### config.mk
export PLATFORM = sky130hd
export DESIGN_NAME = armleocpu_muldiv_flat
export DESIGN_NICKNAME = d
export VERILOG_FILES = /design/src/rtl/armleocpu_muldiv_pkg.sv /design/src/rtl/armleocpu_muldiv_if.sv /design/src/rtl/armleocpu_divstep.sv /design/src/rtl/armleocpu_muldiv.sv /design/src/flat_wrapper.sv
export SDC_FILE = /design/constraint.sdc
export NUM_CORES = 1
export LEC_CHECK = 0
export CORE_MARGIN = 10
export CORE_UTILIZATION = 32
export CTS_CLUSTER_DIAMETER = 100
export DETAILED_ROUTE_END_ITERATION = 12
export SYNTH_ARGS = -nofsm -noshare
export SYNTH_HDL_FRONTEND = slang
export SYNTH_SLANG_ARGS = --single-unit
### constraint.sdc
create_clock -name clk -period 5.45 [get_ports clk]
set_clock_uncertainty 0.15 [all_clocks]
set_input_delay 0.8175 -clock clk [delete_from_list [all_inputs] [get_ports clk]]
set_output_delay 0.8175 -clock clk [all_outputs]
set_load 0.1 [all_outputs]
### src/rtl/armleocpu_muldiv_pkg.sv
// Shared funct3 codes, FSM states and special-case rules for the iterative M-extension unit.
package armleocpu_muldiv_pkg;

  localparam logic [2:0] MULDIV_MUL    = 3'd0;
  localparam logic [2:0] MULDIV_MULH   = 3'd1;
  localparam logic [2:0] MULDIV_MULHSU = 3'd2;
  localparam logic [2:0] MULDIV_MULHU  = 3'd3;
  localparam logic [2:0] MULDIV_DIV    = 3'd4;
  localparam logic [2:0] MULDIV_DIVU   = 3'd5;
  localparam logic [2:0] MULDIV_REM    = 3'd6;
  localparam logic [2:0] MULDIV_REMU   = 3'd7;

  localparam int ITER_COUNT = 32;

  typedef enum logic [1:0] {IDLE, CALC, DONE} state_t;

  function automatic logic op0_signed(input logic [2:0] f3);
    return (f3 == MULDIV_MUL) || (f3 == MULDIV_MULH) || (f3 == MULDIV_MULHSU) ||
           (f3 == MULDIV_DIV) || (f3 == MULDIV_REM);
  endfunction

  function automatic logic op1_signed(input logic [2:0] f3);
    return (f3 == MULDIV_MUL) || (f3 == MULDIV_MULH) ||
           (f3 == MULDIV_DIV) || (f3 == MULDIV_REM);
  endfunction

  // Divide by zero, signed divide overflow, or multiply by zero.
  function automatic logic special_hit(input logic [2:0] f3, input logic [31:0] a, input logic [31:0] b);
    if (f3[2])
      return (b == 32'd0) || (!f3[0] && a == 32'h8000_0000 && b == 32'hFFFF_FFFF);
    return (a == 32'd0) || (b == 32'd0);
  endfunction

  function automatic logic [31:0] special_result(input logic [2:0] f3, input logic [31:0] a, input logic [31:0] b);
    if (!f3[2])       return 32'd0;
    if (b == 32'd0)   return f3[1] ? a : 32'hFFFF_FFFF;
    return f3[1] ? 32'd0 : 32'h8000_0000;
  endfunction

endpackage

### src/rtl/armleocpu_muldiv_if.sv
// Request/response handshake between the execute stage (master) and the mul/div unit (slave).
interface armleocpu_muldiv_if;
  logic        req_valid;
  logic        req_ready;
  logic [2:0]  req_funct3;
  logic [31:0] req_operand0;
  logic [31:0] req_operand1;
  logic        kill;
  logic        resp_valid;
  logic        resp_ready;
  logic [31:0] resp_result;
  logic        busy;

  modport master (
    output req_valid, req_funct3, req_operand0, req_operand1, kill, resp_ready,
    input  req_ready, resp_valid, resp_result, busy
  );

  modport slave (
    input  req_valid, req_funct3, req_operand0, req_operand1, kill, resp_ready,
    output req_ready, resp_valid, resp_result, busy
  );
endinterface

### src/rtl/armleocpu_divstep.sv
// One restoring-division step: shift in the next dividend bit, subtract divisor if it fits.
module armleocpu_divstep (
  input  logic [32:0] rem_in,
  input  logic [31:0] divisor,
  input  logic        dividend_bit,
  output logic [32:0] rem_out,
  output logic        quot_bit
);
  logic [33:0] shifted;
  logic [32:0] diff;

  assign shifted  = {rem_in, dividend_bit};
  assign quot_bit = (shifted >= {2'b00, divisor});
  assign diff     = shifted[32:0] - {1'b0, divisor};
  assign rem_out  = quot_bit ? diff : shifted[32:0];
endmodule

### src/rtl/armleocpu_muldiv.sv
// Iterative 32-step RV32M multiply/divide unit.
// Define ARMLEOCPU_MULDIV_SPECIAL_FAST_EN to resolve special cases in one cycle.
module armleocpu_muldiv
  import armleocpu_muldiv_pkg::*;
(
  input  logic              clk,
  input  logic              rst_n,
  armleocpu_muldiv_if.slave bus
);
  state_t      state_q, state_d;
  logic [4:0]  cnt_q, cnt_d;
  logic [2:0]  f3_q, f3_d;
  logic        sign0_q, sign0_d, sign1_q, sign1_d;
  logic [31:0] mcand_q, mcand_d;
  logic [31:0] op0_q, op0_d, op1_q, op1_d;
  logic [63:0] acc_q, acc_d;
  logic [32:0] rem_q, rem_d;
  logic [31:0] result_q, result_d;
  logic        req_ready_q, req_ready_d, resp_valid_q, resp_valid_d, busy_q, busy_d;

  logic [32:0] div_rem;
  logic        div_qbit;
  logic [32:0] mul_sum;
  logic [63:0] step_acc, prod;
  logic [31:0] quot, remv, final_result;
  logic        neg, in_sign0, in_sign1;
  logic [31:0] in_mag0, in_mag1;

  // mcand_q is the multiplicand for multiplies and the divisor for divides;
  // acc_q[31:0] holds the multiplier or the dividend/quotient shift register.
  armleocpu_divstep u_divstep (
    .rem_in       (rem_q),
    .divisor      (mcand_q),
    .dividend_bit (acc_q[31]),
    .rem_out      (div_rem),
    .quot_bit     (div_qbit)
  );

  always_comb begin
    in_sign0 = op0_signed(bus.req_funct3) & bus.req_operand0[31];
    in_sign1 = op1_signed(bus.req_funct3) & bus.req_operand1[31];
    in_mag0  = in_sign0 ? -bus.req_operand0 : bus.req_operand0;
    in_mag1  = in_sign1 ? -bus.req_operand1 : bus.req_operand1;

    mul_sum  = {1'b0, acc_q[63:32]} + (acc_q[0] ? {1'b0, mcand_q} : 33'd0);
    step_acc = f3_q[2] ? {acc_q[63:32], acc_q[30:0], div_qbit} : {mul_sum, acc_q[31:1]};
    neg      = sign0_q ^ sign1_q;
    prod     = neg ? -step_acc : step_acc;
    quot     = neg ? -step_acc[31:0] : step_acc[31:0];
    remv     = sign0_q ? -div_rem[31:0] : div_rem[31:0];

    if (special_hit(f3_q, op0_q, op1_q))
      final_result = special_result(f3_q, op0_q, op1_q);
    else if (f3_q[2])
      final_result = f3_q[1] ? remv : quot;
    else
      final_result = (f3_q == MULDIV_MUL) ? prod[31:0] : prod[63:32];
  end

  always_comb begin
    state_d  = state_q;
    cnt_d    = cnt_q;
    f3_d     = f3_q;
    sign0_d  = sign0_q;
    sign1_d  = sign1_q;
    mcand_d  = mcand_q;
    op0_d    = op0_q;
    op1_d    = op1_q;
    acc_d    = acc_q;
    rem_d    = rem_q;
    result_d = result_q;

    case (state_q)
      IDLE: if (bus.req_valid && req_ready_q && !bus.kill) begin
        f3_d    = bus.req_funct3;
        sign0_d = in_sign0;
        sign1_d = in_sign1;
        op0_d   = bus.req_operand0;
        op1_d   = bus.req_operand1;
        mcand_d = bus.req_funct3[2] ? in_mag1 : in_mag0;
        acc_d   = {32'd0, bus.req_funct3[2] ? in_mag0 : in_mag1};
        rem_d   = 33'd0;
        cnt_d   = 5'd0;
        state_d = CALC;
`ifdef ARMLEOCPU_MULDIV_SPECIAL_FAST_EN
        if (special_hit(bus.req_funct3, bus.req_operand0, bus.req_operand1)) begin
          result_d = special_result(bus.req_funct3, bus.req_operand0, bus.req_operand1);
          state_d  = DONE;
        end
`endif
      end
      CALC: begin
        acc_d = step_acc;
        rem_d = f3_q[2] ? div_rem : rem_q;
        cnt_d = cnt_q + 5'd1;
        if (cnt_q == 5'(ITER_COUNT - 1)) begin
          result_d = final_result;
          state_d  = DONE;
        end
      end
      DONE: if (bus.resp_ready) state_d = IDLE;
      default: state_d = IDLE;
    endcase

    if (bus.kill) state_d = IDLE;

    req_ready_d  = (state_d == IDLE);
    resp_valid_d = (state_d == DONE);
    busy_d       = (state_d != IDLE);
  end

  always_ff @(posedge clk) begin
    if (!rst_n) begin
      state_q      <= IDLE;
      cnt_q        <= 5'd0;
      f3_q         <= 3'd0;
      sign0_q      <= 1'b0;
      sign1_q      <= 1'b0;
      mcand_q      <= 32'd0;
      op0_q        <= 32'd0;
      op1_q        <= 32'd0;
      acc_q        <= 64'd0;
      rem_q        <= 33'd0;
      result_q     <= 32'd0;
      req_ready_q  <= 1'b1;
      resp_valid_q <= 1'b0;
      busy_q       <= 1'b0;
    end else begin
      state_q      <= state_d;
      cnt_q        <= cnt_d;
      f3_q         <= f3_d;
      sign0_q      <= sign0_d;
      sign1_q      <= sign1_d;
      mcand_q      <= mcand_d;
      op0_q        <= op0_d;
      op1_q        <= op1_d;
      acc_q        <= acc_d;
      rem_q        <= rem_d;
      result_q     <= result_d;
      req_ready_q  <= req_ready_d;
      resp_valid_q <= resp_valid_d;
      busy_q       <= busy_d;
    end
  end

  assign bus.req_ready   = req_ready_q;
  assign bus.resp_valid  = resp_valid_q;
  assign bus.resp_result = result_q;
  assign bus.busy        = busy_q;
endmodule

### src/flat_wrapper.sv
// flat-port wrapper written by rule: the top's interface ports become plain ports
module armleocpu_muldiv_flat import armleocpu_muldiv_pkg::*;
  (clk, rst_n, bus_req_valid, bus_req_funct3, bus_req_operand0, bus_req_operand1, bus_kill, bus_resp_ready, bus_req_ready, bus_resp_valid, bus_resp_result, bus_busy);
  armleocpu_muldiv_if bus_i ();
  input  logic clk;
  input  logic rst_n;
  input wire logic [$bits(bus_i.req_valid)-1:0] bus_req_valid;
  input wire logic [$bits(bus_i.req_funct3)-1:0] bus_req_funct3;
  input wire logic [$bits(bus_i.req_operand0)-1:0] bus_req_operand0;
  input wire logic [$bits(bus_i.req_operand1)-1:0] bus_req_operand1;
  input wire logic [$bits(bus_i.kill)-1:0] bus_kill;
  input wire logic [$bits(bus_i.resp_ready)-1:0] bus_resp_ready;
  output wire logic [$bits(bus_i.req_ready)-1:0] bus_req_ready;
  output wire logic [$bits(bus_i.resp_valid)-1:0] bus_resp_valid;
  output wire logic [$bits(bus_i.resp_result)-1:0] bus_resp_result;
  output wire logic [$bits(bus_i.busy)-1:0] bus_busy;
  assign bus_i.req_valid = bus_req_valid;
  assign bus_i.req_funct3 = bus_req_funct3;
  assign bus_i.req_operand0 = bus_req_operand0;
  assign bus_i.req_operand1 = bus_req_operand1;
  assign bus_i.kill = bus_kill;
  assign bus_i.resp_ready = bus_resp_ready;
  assign bus_req_ready = bus_i.req_ready;
  assign bus_resp_valid = bus_i.resp_valid;
  assign bus_resp_result = bus_i.resp_result;
  assign bus_busy = bus_i.busy;
  armleocpu_muldiv u_core (.clk(clk), .rst_n(rst_n), .bus(bus_i));
endmodule
==> flow_metrics.env <==
export IMPL_hold_end="u_core.mcand_q[26]"
export IMPL_pwr_share_seq=0.314
export IMPL_tightestPinTransition_ns=1.214
export IMPL_clk_path_buf_depth=3
export IMPL_via_per_inst=5.869
export IMPL_synth_avg_cell_area_sq_um=6.946
export IMPL_setup_viol=0
export IMPL_grt_use_total=0.2281
export IMPL_reg2regPathDepth=19
export IMPL_p_comb_frac=0.304
export IMPL_rrSetupSlack_ns=0.28
export IMPL_ys_top_cells_by_area="dfxtp_1, a21oi_1, nand2_1"
export IMPL_synth_seq_area_share=0.2390
export IMPL_critPathKind="register to register"
export IMPL_num_rows=91
export IMPL_hold_path_depth=2
export IMPL_ios=107
export IMPL_p_switching_w=0.002201
export IMPL_r2r_start="u_core.mcand_q[22]"
export IMPL_clkSinkCount=240
export IMPL_worstPathCellList="inv_1 > ha_2 > nand4_1 > or3_4 > nor4_4 > o211ai_2 > nand2_2 > mux2i_2 > ha_2 > nand2_1 > a211o_1 > nor4b_4 > a31oi_1 > or4_1 > or3b_4 > o21a_1 > xnor2_1 > or3_1 > a31oi_1"
export IMPL_yosys_warnings=0
export IMPL_drive_gt1_frac=0.08936
export IMPL_worstSetupEndpointType="register"
export IMPL_die_w_um=270.6
export IMPL_fin_crit_sh=0.9479
export IMPL_slew_viol_final=0
export IMPL_min_from="u_core.mcand_q[26]"
export IMPL_wl_per_cell_um=23.15
export IMPL_synth_seq_cells=240
export IMPL_io_buffers=106
export IMPL_gp_congestion=0.9999
export IMPL_dr_first_iter_drc_count=2412
export IMPL_dieArea_sq_um=73250
export IMPL_syn_area_sq_um=20100
export IMPL_arrival_ns=5.55
export IMPL_grt_max_degree=122
export IMPL_synth_edf_count=0
export IMPL_fin_nets=3119
export IMPL_start_util=0.3246
export IMPL_p_per_area_nw_per_um2=252.7
export IMPL_dr_pass1_iters=8
export IMPL_clk_latency_ns=0.61
export IMPL_hold_path_class="register to register"
export IMPL_ir_drop_uv=221.3
export IMPL_p_int_w=0.003800
export IMPL_htree_levels=1
export IMPL_layout_common_cells="nand2_1, a21oi_1, nor2_1"
export IMPL_fillers=6606
export IMPL_grt_pass1_vias=20100
export IMPL_cp_num_buf_inv=1
export IMPL_antenna_found_initial=1
export IMPL_syn_nets=3038
export IMPL_n_antenna_cell=0
export IMPL_grt_first_pass_wirelength_um=131000
export IMPL_maxCapViolations=0
export IMPL_gr_total_overflow=0
export IMPL_syn_to_final_growth_pct=18.11
export IMPL_timing_rr_end="u_core.bus.resp_result[26]"
export IMPL_synthArstFlopShare=0
export IMPL_setup_tns_ns=0
export IMPL_path_max_fanout=9
export IMPL_cts_made_buffers=31
export IMPL_clk_pin_slew_ns=0.06
export IMPL_netlist_instances=2894
export IMPL_post_cts_setup_buffers=0
export IMPL_synth_top_area_share=0.2390
export IMPL_leakage_nw=8.825
export IMPL_detail_route_antenna_nets=0
export IMPL_synth_top_flop_cell="dfxtp_1"
export IMPL_swShare=0.3668
export IMPL_status="finished, final reports clean"
export IMPL_multi_input_area_sq_um=14360
export IMPL_wl_um=88790
export IMPL_critical_path_slowest_cell="or4_1"
export IMPL_final_common_cell="nand2_1"
export IMPL_fmax_ghz=0.1936
export IMPL_p_clk_frac=0.382
export IMPL_slowest_delay_ns=0.47
export IMPL_dp_hpwl_um=68360
export IMPL_synth_distinct_cells=98
export IMPL_rsz0062_at_grt="no"
export IMPL_finish_utilization=0.3833
export IMPL_drc=0
export IMPL_hold_viol_final=0
export IMPL_core_area_sq_um=61940
export IMPL_num_vias=22510
export IMPL_die_h_um=270.6
export IMPL_final_min_clock_period_ns=5.166
export IMPL_startpoint_type="register"
export IMPL_cp_required_ns=5.83
export IMPL_seqCellArea_sq_um=4808
export IMPL_cpLargestDelayFamily="simple AND/OR/NAND/NOR gates"
export IMPL_cts_tree="built"
export IMPL_synth_top_area_cell="dfxtp_1"
export IMPL_slew_headroom=0.1878
export IMPL_cts_root_buf="clkbuf_16"
-- power groups by stage --
stage               Clock (W)  Combinational (W)  Sequential (W)
detailed placement          0            0.00174         0.00192
global placement            0            0.00176         0.00192
floorplan                   0            0.00111         0.00189
finish                0.00229            0.00182         0.00189
CTS                   0.00232            0.00175         0.00188
global route          0.00237            0.00193         0.00189
-- metal layers --
layer | vias up | routed length, um | global-route usage
li1 | 10680 | - | -
met1 | 10630 | 38510 | 0.3117
met2 | 1055 | 37530 | 0.3423
met3 | 150 | 8890 | 0.05125
met4 | 2 | 3846 | 0.08806
met5 | - | 17 | 0
-- kinds of logic after synthesis --
group / Yosys count / synth area share
mux: 56 / 0.02819
buf+inv: 267 / 0.05178
flops: 240 / 0.2390
compound gates: 929 / 0.2905
simple gates: 1157 / 0.2696
xor+xnor: 173 / 0.07537
fa+ha+maj: 72 / 0.04556
-- worst min-delay path, cell delays in order, from the launching register on --
cell	delay, ns
dfxtp_1	0.32
nand2_1	0.05
a21oi_1	0.05
-- area by class of cell --
class | instances | area share
Inverter | 66 | 0.01064
Multi-Input combinational cell | 2387 | 0.6047
Tap cell | 837 | 0.04411
Sequential cell | 240 | 0.2025
Clock inverter | 20 | 0.01186
Clock buffer | 37 | 0.03488
Timing Repair Buffer | 249 | 0.09127
-- registers in the layout, summed over array words and instances, names as in the netlist, 2 cells and up --
| register | cells |
|---|---|
| u_core.f3_q | 3 |
| u_core.acc_q | 64 |
| u_core.op1_q | 32 |
| u_core.cnt_q | 5 |
| u_core.mcand_q | 32 |
| u_core.bus.resp_result | 32 |
| u_core.op0_q | 32 |
| u_core.state_q | 2 |
| u_core.rem_q | 33 |
-- synthesized netlist by cell type (all sizes together), types with 11 or more instances --
library cell	number
and2	45
a211oi	33
xnor2	87
xor2	86
o21ai	216
buf	41
mux2i	51
o211ai	48
and3	27
nand3	67
nor3b	12
inv	64
a21o	24
dfxtp	240
clkbuf	160
nand2	418
nor3	64
nor2	317
nor4	47
o21a	22
or2	13
a31oi	79
nand2b	21
or4	11
o31ai	19
nor2b	12
nand4	46
ha	70
a21oi	319
or3	22
a221oi	23
-- how the worst max path moves through the flow --
stage	from	to	cells past startpoint
4_1_cts	u_core.mcand_q[13]	u_core.bus.resp_result[26]	19
2_1_floorplan	u_core.acc_q[31]	u_core.bus.resp_result[26]	28
6_report	u_core.mcand_q[22]	u_core.bus.resp_result[26]	19
3_5_place_dp	u_core.mcand_q[22]	u_core.bus.resp_result[26]	19
3_3_place_gp	u_core.mcand_q[22]	u_core.bus.resp_result[26]	19
5_1_grt	u_core.mcand_q[22]	u_core.bus.resp_result[26]	19
-- repair_timing --
item,in CTS,in global routing
endpoints found under the setup margin,0,7
hold buffers,0,0
gates resized for setup,0,9
-- through the flow --
stage | hold WS [ns] | power, W | worst slack (ns) | instances | area, sq um
after detailed placement | 0.3105 | 0.003664 | 0.1662 | 3779 | 22600
after global routing | 0.3397 | 0.006189 | 0.002907 | 3836 | 23740
after global placement | 0.3023 | 0.003675 | 0.3352 | 3779 | 22600
after CTS | 0.3179 | 0.005959 | 0.1247 | 3836 | 23710
final | 0.3174 | 0.006000 | 0.2839 | 3836 | 23740
after floorplan | 0.2903 | 0.002997 | 0.01012 | 2894 | 20150
Power figures use the tool's default switching activity.
